**config.mk**
```make
export PLATFORM = sky130hd
export DESIGN_NAME = alien_fleet
export DESIGN_NICKNAME = d
export VERILOG_FILES = /design/src/rtl/chipinvaders_pkg.sv /design/src/rtl/alien_hit_detect.sv /design/src/rtl/alien_fleet.sv
export SDC_FILE = /design/constraint.sdc
export NUM_CORES = 1
export LEC_CHECK = 0
export CORE_ASPECT_RATIO = 0.7
export CORE_MARGIN = 3
export CORE_UTILIZATION = 55
export CTS_CLUSTER_DIAMETER = 50
export DETAILED_ROUTE_END_ITERATION = 12
export PLACE_DENSITY = 0.84
export SETUP_SLACK_MARGIN = 0.02
export SYNTH_ARGS = -nofsm -noshare
export SYNTH_HDL_FRONTEND = slang
export SYNTH_SLANG_ARGS = --single-unit
```
**constraint.sdc**
```tcl
create_clock -name clk -period 9 [get_ports clk]
set_input_delay 1.8 -clock clk [delete_from_list [all_inputs] [get_ports clk]]
set_output_delay 1.8 -clock clk [all_outputs]
set_load 0.005 [all_outputs]
```
**src/rtl/chipinvaders_pkg.sv**
```systemverilog
`default_nettype none
// ============================================================================
//  Module      : chipinvaders_pkg
//  Description : Shared screen constants, march direction type and the
//                fleet/laser cell-geometry test used by both the pixel
//                renderer and the laser hit detector.
//  Revision    : 1.0  initial release
// ============================================================================
package chipinvaders_pkg;

    localparam int H_ACTIVE = 640;
    localparam int V_ACTIVE = 480;
    localparam int POS_W    = 10;

    typedef enum logic [0:0] {
        MOVE_RIGHT = 1'b0,
        MOVE_LEFT  = 1'b1
    } dir_e;

    // Result of locating a point inside the formation grid. row/col are only
    // meaningful when hit is set.
    typedef struct packed {
        logic             hit;
        logic [POS_W-1:0] row;
        logic [POS_W-1:0] col;
    } geom_t;

    // A point hits a cell when it lies at or beyond the fleet origin, inside
    // the grid, and inside the sprite box at the top-left of its cell.
    // All comparisons are unsigned; a point left of / above the origin is a
    // miss rather than a wrapped-around coordinate.
    function automatic geom_t fleet_geom(
        input logic [POS_W-1:0] px,
        input logic [POS_W-1:0] py,
        input logic [POS_W-1:0] fx,
        input logic [POS_W-1:0] fy,
        input int               cw_log2,
        input int               ch_log2,
        input logic [POS_W-1:0] cols,
        input logic [POS_W-1:0] rows,
        input logic [POS_W-1:0] sw,
        input logic [POS_W-1:0] sh
    );
        logic [POS_W-1:0] dx;
        logic [POS_W-1:0] dy;
        logic [POS_W-1:0] mx;
        logic [POS_W-1:0] my;
        geom_t            g;
        dx    = px - fx;
        dy    = py - fy;
        mx    = POS_W'((1 << cw_log2) - 1);
        my    = POS_W'((1 << ch_log2) - 1);
        g.col = dx >> cw_log2;
        g.row = dy >> ch_log2;
        g.hit = (px >= fx) && (py >= fy) && (g.col < cols) && (g.row < rows) &&
                ((dx & mx) < sw) && ((dy & my) < sh);
        return g;
    endfunction

endpackage
`default_nettype wire

```
**src/rtl/alien_hit_detect.sv**
```systemverilog
`default_nettype none
// ============================================================================
//  Module      : alien_hit_detect
//  Description : Two-stage laser-versus-fleet hit pipeline.
//                Stage A (tick+1): registers candidate hit and its row/col,
//                using the fleet origin from before this frame's march.
//                Stage B (tick+2): confirms against the alive bitmap and
//                strobes a kill (at most one per frame).
//  Ports       : clk, rst_n           clock, async active-low reset
//                restart              sync re-arm, overrides a kill
//                tick, enable         frame tick, not-frozen qualifier
//                laser_*              laser state
//                fleet_x/y, alive     formation state
//                kill, kill_row/col   combinational kill request to owner
//                hit_alien, hit_pulse registered laser feedback / score strobe
//  Revision    : 1.0  initial release
// ============================================================================
module alien_hit_detect
    import chipinvaders_pkg::*;
#(
    parameter int ROWS        = 4,
    parameter int COLS        = 8,
    parameter int ROW_W       = 2,
    parameter int COL_W       = 3,
    parameter int CELL_W_LOG2 = 5,
    parameter int CELL_H_LOG2 = 4,
    parameter int SPRITE_W    = 16,
    parameter int SPRITE_H    = 8
) (
    input  logic                       clk,
    input  logic                       rst_n,
    input  logic                       restart,
    input  logic                       tick,
    input  logic                       enable,
    input  logic                       laser_active,
    input  logic [POS_W-1:0]           laser_x,
    input  logic [POS_W-1:0]           laser_y,
    input  logic [POS_W-1:0]           fleet_x,
    input  logic [POS_W-1:0]           fleet_y,
    input  logic [ROWS-1:0][COLS-1:0]  alive,
    output logic                       kill,
    output logic [ROW_W-1:0]           kill_row,
    output logic [COL_W-1:0]           kill_col,
    output logic                       hit_alien,
    output logic                       hit_pulse
);

    geom_t            laser_geom;
    logic             geom_unused;
    logic             cand_q,      cand_d;
    logic [ROW_W-1:0] row_q,       row_d;
    logic [COL_W-1:0] col_q,       col_d;
    logic             hit_alien_q, hit_alien_d;
    logic             hit_pulse_q, hit_pulse_d;

    always_comb begin
        laser_geom = fleet_geom(laser_x, laser_y, fleet_x, fleet_y,
                                CELL_W_LOG2, CELL_H_LOG2,
                                POS_W'(COLS), POS_W'(ROWS),
                                POS_W'(SPRITE_W), POS_W'(SPRITE_H));
    end

    // Upper row/col bits are zero whenever hit is set.
    assign geom_unused = ^{laser_geom.row[POS_W-1:ROW_W], laser_geom.col[POS_W-1:COL_W]};

    // A candidate lives for exactly one cycle, so stage B can fire only once
    // per tick.
    assign kill = cand_q && enable && !restart && alive[row_q][col_q];

    always_comb begin
        cand_d      = tick && enable && !restart && laser_active && laser_geom.hit;
        row_d       = row_q;
        col_d       = col_q;
        if (tick) begin
            row_d = laser_geom.row[ROW_W-1:0];
            col_d = laser_geom.col[COL_W-1:0];
        end
        hit_pulse_d = kill;
        hit_alien_d = hit_alien_q;
        if (tick)    hit_alien_d = 1'b0;
        if (kill)    hit_alien_d = 1'b1;
        if (restart) hit_alien_d = 1'b0;
    end

    always_ff @(posedge clk or negedge rst_n) begin
        if (!rst_n) begin
            cand_q      <= 1'b0;
            row_q       <= '0;
            col_q       <= '0;
            hit_alien_q <= 1'b0;
            hit_pulse_q <= 1'b0;
        end else begin
            cand_q      <= cand_d;
            row_q       <= row_d;
            col_q       <= col_d;
            hit_alien_q <= hit_alien_d;
            hit_pulse_q <= hit_pulse_d;
        end
    end

    assign kill_row  = row_q;
    assign kill_col  = col_q;
    assign hit_alien = hit_alien_q;
    assign hit_pulse = hit_pulse_q;

endmodule
`default_nettype wire

```
**src/rtl/alien_fleet.sv**
```systemverilog
`default_nettype none
// ============================================================================
//  Module      : alien_fleet
//  Description : Alien formation owner: alive bitmap, marching origin,
//                per-pixel graphics and laser hit response.
//  Ports       : clk, rst_n               pixel clock, async active-low reset
//                vsync                    rising edge = frame tick
//                hpos, vpos               current pixel
//                laser_active/x/y         laser state
//                restart                  sync re-arm pulse
//                alien_gfx                pixel is a live alien (combinational)
//                hit_alien, hit_pulse     laser feedback / one-cycle kill strobe
//                alive_count, all_dead    remaining aliens
//                reached_bottom           sticky game-over
//  Revision    : 1.0  initial release
// ============================================================================
module alien_fleet
    import chipinvaders_pkg::*;
#(
    parameter int ROWS        = 4,
    parameter int COLS        = 8,
    parameter int CELL_W_LOG2 = 5,
    parameter int CELL_H_LOG2 = 4,
    parameter int SPRITE_W    = 16,
    parameter int SPRITE_H    = 8,
    parameter int START_X     = 64,
    parameter int START_Y     = 48,
    parameter int STEP_X      = 4,
    parameter int STEP_Y      = 8,
    parameter int MARCH_DIV   = 30,
    parameter int LEFT_BOUND  = 8,
    parameter int RIGHT_BOUND = 632,
    parameter int BOTTOM_Y    = 424
) (
    input  logic                              clk,
    input  logic                              rst_n,
    input  logic                              vsync,
    input  logic [9:0]                        hpos,
    input  logic [9:0]                        vpos,
    input  logic                              laser_active,
    input  logic [9:0]                        laser_x,
    input  logic [9:0]                        laser_y,
    input  logic                              restart,
    output logic                              alien_gfx,
    output logic                              hit_alien,
    output logic                              hit_pulse,
    output logic [$clog2(ROWS*COLS+1)-1:0]    alive_count,
    output logic                              all_dead,
    output logic                              reached_bottom
);

    localparam int ROW_W   = (ROWS > 1) ? $clog2(ROWS) : 1;
    localparam int COL_W   = (COLS > 1) ? $clog2(COLS) : 1;
    localparam int ALIVE_W = $clog2(ROWS*COLS+1);
    localparam int FRAME_W = (MARCH_DIV > 1) ? $clog2(MARCH_DIV) : 1;

    localparam logic [FRAME_W-1:0] c_frame_last = FRAME_W'(MARCH_DIV - 1);
    // Edge tests rearranged so no sum can overflow the position width.
    localparam logic [POS_W-1:0]   c_right_lim  = POS_W'(RIGHT_BOUND - (COLS << CELL_W_LOG2) - STEP_X);
    localparam logic [POS_W-1:0]   c_left_lim   = POS_W'(LEFT_BOUND + STEP_X);
    localparam logic [POS_W-1:0]   c_bottom_lim = POS_W'(BOTTOM_Y - (ROWS << CELL_H_LOG2));

    logic                      vsync_q,          vsync_d;
    logic                      tick_q,           tick_d;
    logic [POS_W-1:0]          fleet_x_q,        fleet_x_d;
    logic [POS_W-1:0]          fleet_y_q,        fleet_y_d;
    dir_e                      dir_q,            dir_d;
    logic [FRAME_W-1:0]        frame_cnt_q,      frame_cnt_d;
    logic [ROWS-1:0][COLS-1:0] alive_q,          alive_d;
    logic [ALIVE_W-1:0]        alive_count_q,    alive_count_d;
    logic                      reached_bottom_q, reached_bottom_d;

    logic                      step;
    logic                      frozen;
    logic                      kill;
    logic [ROW_W-1:0]          kill_row;
    logic [COL_W-1:0]          kill_col;
    geom_t                     gfx_geom;
    logic                      geom_unused;

    assign all_dead = (alive_count_q == '0);
    assign frozen   = all_dead || reached_bottom_q;

    alien_hit_detect #(
        .ROWS        (ROWS),
        .COLS        (COLS),
        .ROW_W       (ROW_W),
        .COL_W       (COL_W),
        .CELL_W_LOG2 (CELL_W_LOG2),
        .CELL_H_LOG2 (CELL_H_LOG2),
        .SPRITE_W    (SPRITE_W),
        .SPRITE_H    (SPRITE_H)
    ) u_hit_detect (
        .clk          (clk),
        .rst_n        (rst_n),
        .restart      (restart),
        .tick         (tick_q),
        .enable       (!frozen),
        .laser_active (laser_active),
        .laser_x      (laser_x),
        .laser_y      (laser_y),
        .fleet_x      (fleet_x_q),
        .fleet_y      (fleet_y_q),
        .alive        (alive_q),
        .kill         (kill),
        .kill_row     (kill_row),
        .kill_col     (kill_col),
        .hit_alien    (hit_alien),
        .hit_pulse    (hit_pulse)
    );

    always_comb begin
        gfx_geom  = fleet_geom(hpos, vpos, fleet_x_q, fleet_y_q,
                               CELL_W_LOG2, CELL_H_LOG2,
                               POS_W'(COLS), POS_W'(ROWS),
                               POS_W'(SPRITE_W), POS_W'(SPRITE_H));
        alien_gfx = gfx_geom.hit &&
                    alive_q[gfx_geom.row[ROW_W-1:0]][gfx_geom.col[COL_W-1:0]];
    end

    assign geom_unused = ^{gfx_geom.row[POS_W-1:ROW_W], gfx_geom.col[POS_W-1:COL_W]};

    always_comb begin
        vsync_d          = vsync;
        tick_d           = vsync && !vsync_q;
        fleet_x_d        = fleet_x_q;
        fleet_y_d        = fleet_y_q;
        dir_d            = dir_q;
        frame_cnt_d      = frame_cnt_q;
        alive_d          = alive_q;
        alive_count_d    = alive_count_q;
        reached_bottom_d = reached_bottom_q;
        step             = 1'b0;

        if (tick_q && !frozen) begin
            if (frame_cnt_q == c_frame_last) begin
                frame_cnt_d = '0;
                step        = 1'b1;
            end else begin
                frame_cnt_d = frame_cnt_q + FRAME_W'(1);
            end
        end

        if (step) begin
            case (dir_q)
                MOVE_RIGHT: begin
                    if (fleet_x_q > c_right_lim) begin
                        fleet_y_d = fleet_y_q + POS_W'(STEP_Y);
                        dir_d     = MOVE_LEFT;
                    end else begin
                        fleet_x_d = fleet_x_q + POS_W'(STEP_X);
                    end
                end
                MOVE_LEFT: begin
                    if (fleet_x_q < c_left_lim) begin
                        fleet_y_d = fleet_y_q + POS_W'(STEP_Y);
                        dir_d     = MOVE_RIGHT;
                    end else begin
                        fleet_x_d = fleet_x_q - POS_W'(STEP_X);
                    end
                end
                default: dir_d = MOVE_RIGHT;
            endcase
            if (fleet_y_d >= c_bottom_lim) begin
                reached_bottom_d = 1'b1;
            end
        end

        if (kill) begin
            alive_d[kill_row][kill_col] = 1'b0;
            alive_count_d               = alive_count_q - ALIVE_W'(1);
        end

        // Re-arm takes priority over any step or kill landing this cycle.
        if (restart) begin
            fleet_x_d        = POS_W'(START_X);
            fleet_y_d        = POS_W'(START_Y);
            dir_d            = MOVE_RIGHT;
            frame_cnt_d      = '0;
            alive_d          = '1;
            alive_count_d    = ALIVE_W'(ROWS*COLS);
            reached_bottom_d = 1'b0;
        end
    end

    always_ff @(posedge clk or negedge rst_n) begin
        if (!rst_n) begin
            vsync_q          <= 1'b0;
            tick_q           <= 1'b0;
            fleet_x_q        <= POS_W'(START_X);
            fleet_y_q        <= POS_W'(START_Y);
            dir_q            <= MOVE_RIGHT;
            frame_cnt_q      <= '0;
            alive_q          <= '1;
            alive_count_q    <= ALIVE_W'(ROWS*COLS);
            reached_bottom_q <= 1'b0;
        end else begin
            vsync_q          <= vsync_d;
            tick_q           <= tick_d;
            fleet_x_q        <= fleet_x_d;
            fleet_y_q        <= fleet_y_d;
            dir_q            <= dir_d;
            frame_cnt_q      <= frame_cnt_d;
            alive_q          <= alive_d;
            alive_count_q    <= alive_count_d;
            reached_bottom_q <= reached_bottom_d;
        end
    end

    assign alive_count    = alive_count_q;
    assign reached_bottom = reached_bottom_q;

endmodule
`default_nettype wire

```
==> summary by stage, run 1 <==
Timing
In this run the tightest slew margin relative to its limit is 0.406. Setup repair after global routing left no endpoint under its margin. The count of final hold-check violations was 0. Of the available clock period, the critical path in the final layout requires 0.772. In the post-route analysis, the smallest setup slack over all paths is 2.05 ns. The maximum frequency from static timing analysis is 144 MHz. Summed over all failing endpoints, the final setup total negative slack is 0 ns. For the final database, setup skew stands at 0.00623 ns. The setup violation total in the final timing report is 0.

The count of final max-slew check failures is 0. The worst slack on hold paths is 0.395 ns. The clock period could shrink to 6.95 ns. The transition time of the tightest slew-check pin is 0.891 ns.

Setup path
The critical path in this run is classified as primary input to output pin. The largest single stage delay on the critical path is 0.70 ns. STA classifies the critical path startpoint as a primary input.

STA puts the critical path data arrival time at 5.15 ns. The critical path capture point type is an output pin. The signal on the critical path passes through clkdlybuf4s50_1 > ha_1 > o21a_1 > or2_0 > mux4_2 > mux2_2 > o22ai_1 > nor4_1 > clkdlybuf4s50_1. The cell that appears most often on the critical path is sky130_fd_sc_hd__clkdlybuf4s50_1. The worst-path maximum fanout is 9. The standard cell with the maximum stage delay on the critical path is sky130_fd_sc_hd__or2_0. The critical path data required time is 7.20 ns.

Synth
Synthesis produced a netlist whose cell count is 511. Of the synthesized area, sequential elements account for 0.360. The fraction of synthesized cell area taken by the top area cell type is 0.190. sky130_fd_sc_hd__nor2_1 is the most common cell in the netlist. The flip-flop and latch count after synthesis is 70.

The mean instance size in the synthesized netlist is 9.76 µm². The net count after synthesis is 598. The number of distinct standard cells referenced by the synthesized netlist is 69. The number of enable-type register cells in the synthesized netlist is 0. After synthesis the cells add up to 4990 µm². The most frequently used flop master after synthesis is sky130_fd_sc_hd__dfstp_2. The synthesized design spends more area on one cell type than any other, namely sky130_fd_sc_hd__dfstp_2.

In the post-synthesis netlist, the biggest area contributors are sky130_fd_sc_hd__dfstp_2, sky130_fd_sc_hd__dfrtp_1, sky130_fd_sc_hd__ha_1. Of all flip-flops after synthesis, the portion carrying an async set or reset was 1.00. The number of warnings reported in the yosys synthesis log is 0. By count the netlist is led by sky130_fd_sc_hd__nor2_1, sky130_fd_sc_hd__a21oi_1, sky130_fd_sc_hd__ha_1.

CTS
Gates resized during post-CTS repair numbered 0. The number of H-tree branching levels is 3. TritonCTS built the clock tree. The maximum number of buffers from clock root to sink is 2. The total setup buffers inserted after CTS is 0.

The total number of clock tree sinks is 70. The count of hold-fix buffers inserted at cts is 0. The later pin in the worst-skew pair is clocked with a latency of 0.33 ns. Buffers inserted during clock tree synthesis total 9. The clock-pin slew reported for the worst setup and hold paths after clock tree synthesis is 0.05 ns. The library cell used as clock root buffer is sky130_fd_sc_hd__clkbuf_16.

Routing
The routed wire length is 12700 µm. Dividing the detail-routed wire length by the instance count gives 18.8 µm. The residual DRC count is 0. The number of vias per cell is 6.28. Before antenna repair, the detailed router went through 5 iterations. The count of nets left with antenna violations after detail routing is 0.

The via count is 4253. The number of DRC markers after the initial detailed-route iteration is 338.

Floorplanning
The area of the placeable core is 8650 µm². The row count is 28. The I/O pin total is 56. In this run the vertical extent of the chip is 85.7 µm. The floorplan step set the die width to 120 µm. For this configuration, the core starts out at a cell density of 0.577. The die covers 10300 µm².

Pwr
Power spread over the standard cell area amounts to 133 nW/µm². Overall power consumption after layout is estimated at 775 µW. The highest ir drop seen on vdd is 0.105 mV.

The analysis attributes to cell leakage a power of 2.36 nW.

Cells and area
Across the whole layout, storage elements account for 1800 µm². The count of nets after finishing is 639. Fill cells in the final layout number 669. The relative area change from synthesis to final layout is 16.4%. The multi-input gate area in the final layout is 3000 µm². The repair_antennas step left the layout with diodes totalling 0. The fraction of final layout cells sized beyond drive strength 1 is 0.160.

Flow run
The count of max-cap constraint violations is 0.

Placed design
The worst slack at placement is 2.06 ns. Input and output buffers added on the ports amount to 45. The final weighted congestion in routability-driven placement is 0.898. The final HPWL from detailed placement is 9150 µm.

Global routing
The met1 demand-to-capacity share in global routing is 0.370. The most used routing layer is met2. The number of global-route vias before repair was 4211. The initial antenna violation count is 0. The maximum number of pins on one net before global-route repair is 71. In the global route stage, met3 resource usage came out at 0.0475.

The remaining global-route overflow is 0. The all-layer global routing usage is 0.260. For this run, global-route usage on met2 was measured as 0.417.

The first-pass GRT wire length is 21100 µm.

Min path
The class of the worst hold path is flop to flop.

Run status
The run finished with clean final reports.
==> flip-flops by register name, indices dropped and copies added, names as in the netlist <==
signal	flops
dir_q	1
reached_bottom	1
u_hit_detect.cand_q	1
alive_q	32
fleet_x_q	8
fleet_y_q	7
frame_cnt_q	5
u_hit_detect.kill_col	3
u_hit_detect.kill_row	2
tick_q	1
u_hit_detect.hit_alien	1
vsync_q	1
alive_count	6
u_hit_detect.hit_pulse	1
==> metal layers <==
layer	part of all wire	vias to the layer above
met5	0	-
met4	0.012	0
met3	0.070	13
met2	0.47	170
met1	0.45	2111
li1	-	1959
==> cell usage in the layout (no fill, tap or decap), types with 3 or more instances in the layout <==
cell type                          n
sky130_fd_sc_hd__nor2_1           51
sky130_fd_sc_hd__clkdlybuf4s50_1  43
sky130_fd_sc_hd__a21oi_1          42
sky130_fd_sc_hd__ha_1             41
sky130_fd_sc_hd__dfstp_2          36
sky130_fd_sc_hd__dfrtp_1          34
sky130_fd_sc_hd__inv_1            27
sky130_fd_sc_hd__nand2_1          27
sky130_fd_sc_hd__o21ai_0          20
sky130_fd_sc_hd__nor3_1           18
sky130_fd_sc_hd__a21o_1           18
sky130_fd_sc_hd__nand3_1          18
sky130_fd_sc_hd__mux4_2           14
sky130_fd_sc_hd__xnor2_1          13
sky130_fd_sc_hd__mux2i_1          11
sky130_fd_sc_hd__o21a_1           11
sky130_fd_sc_hd__nand2b_1          9
sky130_fd_sc_hd__clkbuf_16         9
sky130_fd_sc_hd__xor2_1            8
sky130_fd_sc_hd__nor2b_1           6
sky130_fd_sc_hd__and3_1            6
sky130_fd_sc_hd__nor3b_1           5
sky130_fd_sc_hd__and2_1            4
sky130_fd_sc_hd__o2111ai_1         4
sky130_fd_sc_hd__mux2_2            4
sky130_fd_sc_hd__buf_4             4
sky130_fd_sc_hd__o211ai_1          3
sky130_fd_sc_hd__a2111oi_2         3
sky130_fd_sc_hd__nor4_1            3
sky130_fd_sc_hd__o31ai_1           3
sky130_fd_sc_hd__clkbuf_8          3
==> stage by stage <==
step | instances | area [µm²] | util
after global placement | 661 | 5520 | 0.638
final | 677 | 5810 | 0.671
after detailed placement | 661 | 5520 | 0.638
after CTS | 677 | 5810 | 0.671
after floorplan | 511 | 4990 | -
after global routing | 677 | 5810 | 0.671
==> power by group <==
group / switching [mW] / total (mW) / internal [mW] / leakage (nW)
clock: 0.132 / 0.340 / 0.208 / 0.142
sequential: 0.0154 / 0.335 / 0.320 / 0.841
combinational: 0.0531 / 0.0993 / 0.0462 / 1.37
==> final timing paths <==
check	slack (ns)	start	depth (start not counted)	to
worst max register to register	5.96	u_hit_detect.kill_row[0]$_DFFE_PN0P_	7	alive_q[1]$_DFFE_PN1P_
worst max-delay path	2.05	vpos[3]	9	alien_gfx
worst min-delay path	0.39	vsync_q$_DFF_PN0_	1	tick_q$_DFF_PN0_
worst min register to register	0.39	vsync_q$_DFF_PN0_	1	tick_q$_DFF_PN0_
max in group asynchronous	6.74	rst_n	2	tick_q$_DFF_PN0_
min in group asynchronous	1.67	rst_n	2	u_hit_detect.hit_pulse$_DFF_PN0_
==> area by class of cell <==
cell class,instances,area share
inverter,28,0.0181
timing repair buffer,49,0.0810
multi-input combinational,394,0.516
tap,120,0.0259
clock inverter,3,0.00302
clock buffer,13,0.0465
sequential,70,0.309
==> cells by family after synthesis <==
family / Yosys count / share of synthesized area
and+or+nand+nor: 170 / 0.177
AOI/OAI and AO/OA: 132 / 0.185
DFF: 70 / 0.360
buffers and inverters: 47 / 0.0394
adders and majority gates: 42 / 0.107
muxes: 29 / 0.0943
xor gates and xnor gates: 21 / 0.0369
==> critical path, delay by kind of cell <==
family | cells | cell delay, ns
AND/OR/NAND/NOR | 2 | 1.14
AO/OA/AOI/OAI | 2 | 0.28
buffers and inverters | 2 | 1.03
adder cells (fa/ha/maj) | 1 | 0.37
multiplexers | 2 | 0.54
Power figures use the tool's default switching activity.
==> run 2: changes to the inputs <==
==> constraint.sdc (replaced) <==
create_clock -name clk -period 7.05 [get_ports clk]
set_input_delay 1.41 -clock clk [delete_from_list [all_inputs] [get_ports clk]]
set_output_delay 1.41 -clock clk [all_outputs]
set_load 0.005 [all_outputs]
==> run 2 against run 1 <==
  * Routed wire length is 0.56% lower
  * Sequential share of layout area is 0.32 points lower
  * Die area stayed put
  * Power is 40% higher
  * Global-route usage is 0.19 points lower
  * First-iteration DRC count is 4.7% lower
  * Flip-flop and latch count stayed put
  * Cell count stayed put
  * Critical endpoint unchanged
  * Largest cell class unchanged
==> summary by stage, run 2 (synthesized netlist as in run 1, its figures left out) <==
Cells and area
The summed area of non-filler cells in the final layout is 5870 µm² (+1.0%). The area growth from synthesis to layout is 17.6%. Counting flops per register, the top entry is alive_q. The top cell types in the final layout, fill and taps aside, are sky130_fd_sc_hd__nor2_1, sky130_fd_sc_hd__clkdlybuf4s50_1, sky130_fd_sc_hd__a21oi_1. The final antenna diode count was 0 (unchanged). The count of nets after finishing is 639 (unchanged). The multi-input gate area in the final layout is 3000 µm² (unchanged). The final cell count without fillers was 677 (unchanged).

The number of inserted filler cells in the final layout was 664 (-0.75%). The largest registers in the layout are alive_q x32, fleet_x_q x8, fleet_y_q x7. The sequential standard cell area was 1800 µm² (unchanged). The fraction of final layout cells sized beyond drive strength 1 is 0.162 (+0.00180). The number of flip-flops in the largest register is 32 (unchanged). The most common cell after layout, fill and taps aside is sky130_fd_sc_hd__nor2_1.

Global routing
The first-pass GRT wire length came to 20800 µm (-1.3%). The all-layer global routing usage is 0.258 (-0.00186). The initial antenna violation count is 0 (unchanged). The number of global-route vias before repair is 4228 (+0.40%).

The maximum number of pins on one net before global-route repair is 71 (unchanged). The remaining global-route overflow came to 0 (unchanged).

Routing
The routed wire length came to 12700 µm (-0.56%). The number of DRC markers after the initial detailed-route iteration is 322 (-4.7%). The number of vias per cell came to 6.23 (-0.75%). The average detailed-routed wire length per instance is 18.7 µm (-0.56%). The number of search-and-repair iterations in the first detailed-routing pass was 5 (unchanged). The residual DRC count is 0 (unchanged). The via count is 4221 (-0.75%). The count of nets left with antenna violations after detail routing was 0 (unchanged).

Timing
The worst path needs 6.29 ns of the cycle, external delays included. The relative slew slack is 0.396 (-0.00952). The worst clock skew is 0.00591 ns (-0.000318 ns). The worst slack on hold paths is 0.408 ns (+0.0137 ns).

The count of final hold-check violations is 0 (unchanged). The transition time of the tightest slew-check pin came to 0.906 ns (+0.0143 ns). The setup violation total in the final timing report is 0 (unchanged). Setup repair after global routing left no endpoint under its margin. In the finished design, the share of the clock period the worst path needs comes to 0.893.

Derived from the worst setup path, the maximum achievable clock frequency is 159 MHz. The count of final max-slew check failures is 0 (unchanged). The worst-case setup margin in the final layout is 0.757 ns (-1.30 ns). The total negative slack for setup checks is 0 ns (unchanged).

CTS
The clock tree from TritonCTS is done. The library cell used as clock root buffer is sky130_fd_sc_hd__clkbuf_16. The maximum number of buffers from clock root to sink is 2 (unchanged). The number of resized instances in the post-cts repair step was 0 (unchanged). The clock-pin slew reported for the worst setup and hold paths after clock tree synthesis is 0.05 ns (about the same). The count of hold-fix buffers inserted at cts is 0 (unchanged). The total setup buffers inserted after CTS is 0 (unchanged). The clock insertion delay at the later pin of the skew report is 0.34 ns (about the same). The total number of clock tree sinks is 70 (unchanged). The number of clock buffers inserted by TritonCTS is 9 (unchanged).

The number of H-tree branching levels is 3 (unchanged).

Floorplanning
The I/O pin total is 56 (unchanged). The die extent in y is 85.7 µm (unchanged). The area of the placeable core was 8650 µm² (unchanged). The die extent in x is 120 µm (unchanged). The row count is 28 (unchanged). The floorplan die area is 10300 µm² (unchanged). The effective utilization at floorplan was 0.577 (unchanged).

Setup path
The slowest stage of the critical path belongs to the cell sky130_fd_sc_hd__or2_0. The worst setup path category is primary input to output pin. The highest cell delay on the worst timing path is 0.72 ns (+0.02 ns). STA classifies the critical path endpoint as an output pin. STA classifies the critical path startpoint as a primary input.

The signal on the critical path passes through clkdlybuf4s50_1 > ha_1 > o21a_1 > or2_0 > mux4_2 > mux2_2 > o22ai_1 > nor4_1 > clkdlybuf4s50_1. The instance count on the critical path was 9 (unchanged). The path depth of the worst reg2reg path is 7 (unchanged).

The worst register-to-register path begins at u_hit_detect.kill_row[0]$_DFFE_PN0P_. The most repeated library cell on the critical path is sky130_fd_sc_hd__clkdlybuf4s50_1. Tracing the worst setup path back leads to its startpoint at vpos[3]. The worst-path maximum fanout is 9 (unchanged).

The critical path ends at alien_gfx. The worst path buffer plus inverter count is 2 (unchanged). The reg-to-reg setup timing slack was 4.00 ns (-1.96 ns). The arrival time reported for the critical path endpoint is 4.88 ns (-0.27 ns). The end of the worst register-to-register path is alive_q[6]$_DFFE_PN1P_.

The critical path data required time was 5.64 ns (-1.56 ns). The kind of cell with the highest combined delay on the critical path is simple AND/OR/NAND/NOR gates.

Pwr
The power density normalized to cell area was 185 nW/µm² (+39%). The highest ir drop seen on vdd is 0.175 mV (+66%). The leakage power figure is 2.39 nW (+1.3%).

Min path
The worst hold path begins at vsync_q$_DFF_PN0_. The class of the worst hold path is flop to flop.

Placed design
The final HPWL from detailed placement was 9090 µm (-0.65%). The instance area after placement is 5520 µm² (unchanged). The final weighted congestion in routability-driven placement is 0.889 (-1.0%).

The worst slack at placement is 0.913 ns (-1.15 ns). The count of placed standard cells including taps is 661 (unchanged). The number of input and output port buffers inserted came to 45 (unchanged).

Flow run
The count of max-cap constraint violations is 0 (unchanged).

Run status
The flow ran to the end, and the final reports show no timing, DRC or antenna violations.
run 2: cell count changes in the layout (fill, tap and decap cells not counted), sizes merged:
cell      change
bufinv        +3
clkbuf        -3
clkinvlp      -1
clkinv        +1
run 2: area by class of cell:
| type | count | area share |
|---|---|---|
| Timing Repair Buffer | 49 | 0.0802 |
| Multi-Input combinational cell | 394 | 0.511 |
| Clock buffer | 10 | 0.0407 |
| Sequential cell | 70 | 0.306 |
| Tap cell | 120 | 0.0256 |
| Inverter | 28 | 0.0179 |
| Clock inverter | 6 | 0.0186 |
run 2: how the worst min path moves through the flow:
| stage | endpoint | slack [ns] | depth (start not counted) |
|---|---|---|---|
| 6_report | tick_q$_DFF_PN0_ | 0.41 | 1 |
| 5_1_grt | tick_q$_DFF_PN0_ | 0.43 | 1 |
| 4_1_cts | tick_q$_DFF_PN0_ | 0.41 | 1 |
| 3_5_place_dp | tick_q$_DFF_PN0_ | 0.40 | 1 |
| 3_3_place_gp | tick_q$_DFF_PN0_ | 0.39 | 1 |
| 2_1_floorplan | tick_q$_DFF_PN0_ | 0.38 | 1 |
run 2: layer usage:
metal  wire (µm)  global-route usage  vias up  part of all wire
met4         277              0.0967        0             0.022
met5           0                   0        -                 0
li1            -                   -     1959                 -
met1        5630               0.342     2070              0.44
met3         932              0.0738       27             0.074
met2        5810               0.406      165              0.46
run 2: power breakdown:
| group | switching, mW | total, mW | internal [mW] |
|---|---|---|---|
| logic | 0.0683 | 0.127 | 0.0590 |
| clock network | 0.175 | 0.529 | 0.354 |
| registers | 0.0200 | 0.428 | 0.408 |
| total | 0.263 | 1.08 | 0.821 |
run 2: through the flow:
stage,power [mW],utilization
after global routing,1.12,0.678
after floorplan,0.511,-
after global placement,0.553,0.638
final,1.08,0.678
after detailed placement,0.559,0.638
after CTS,1.09,0.678
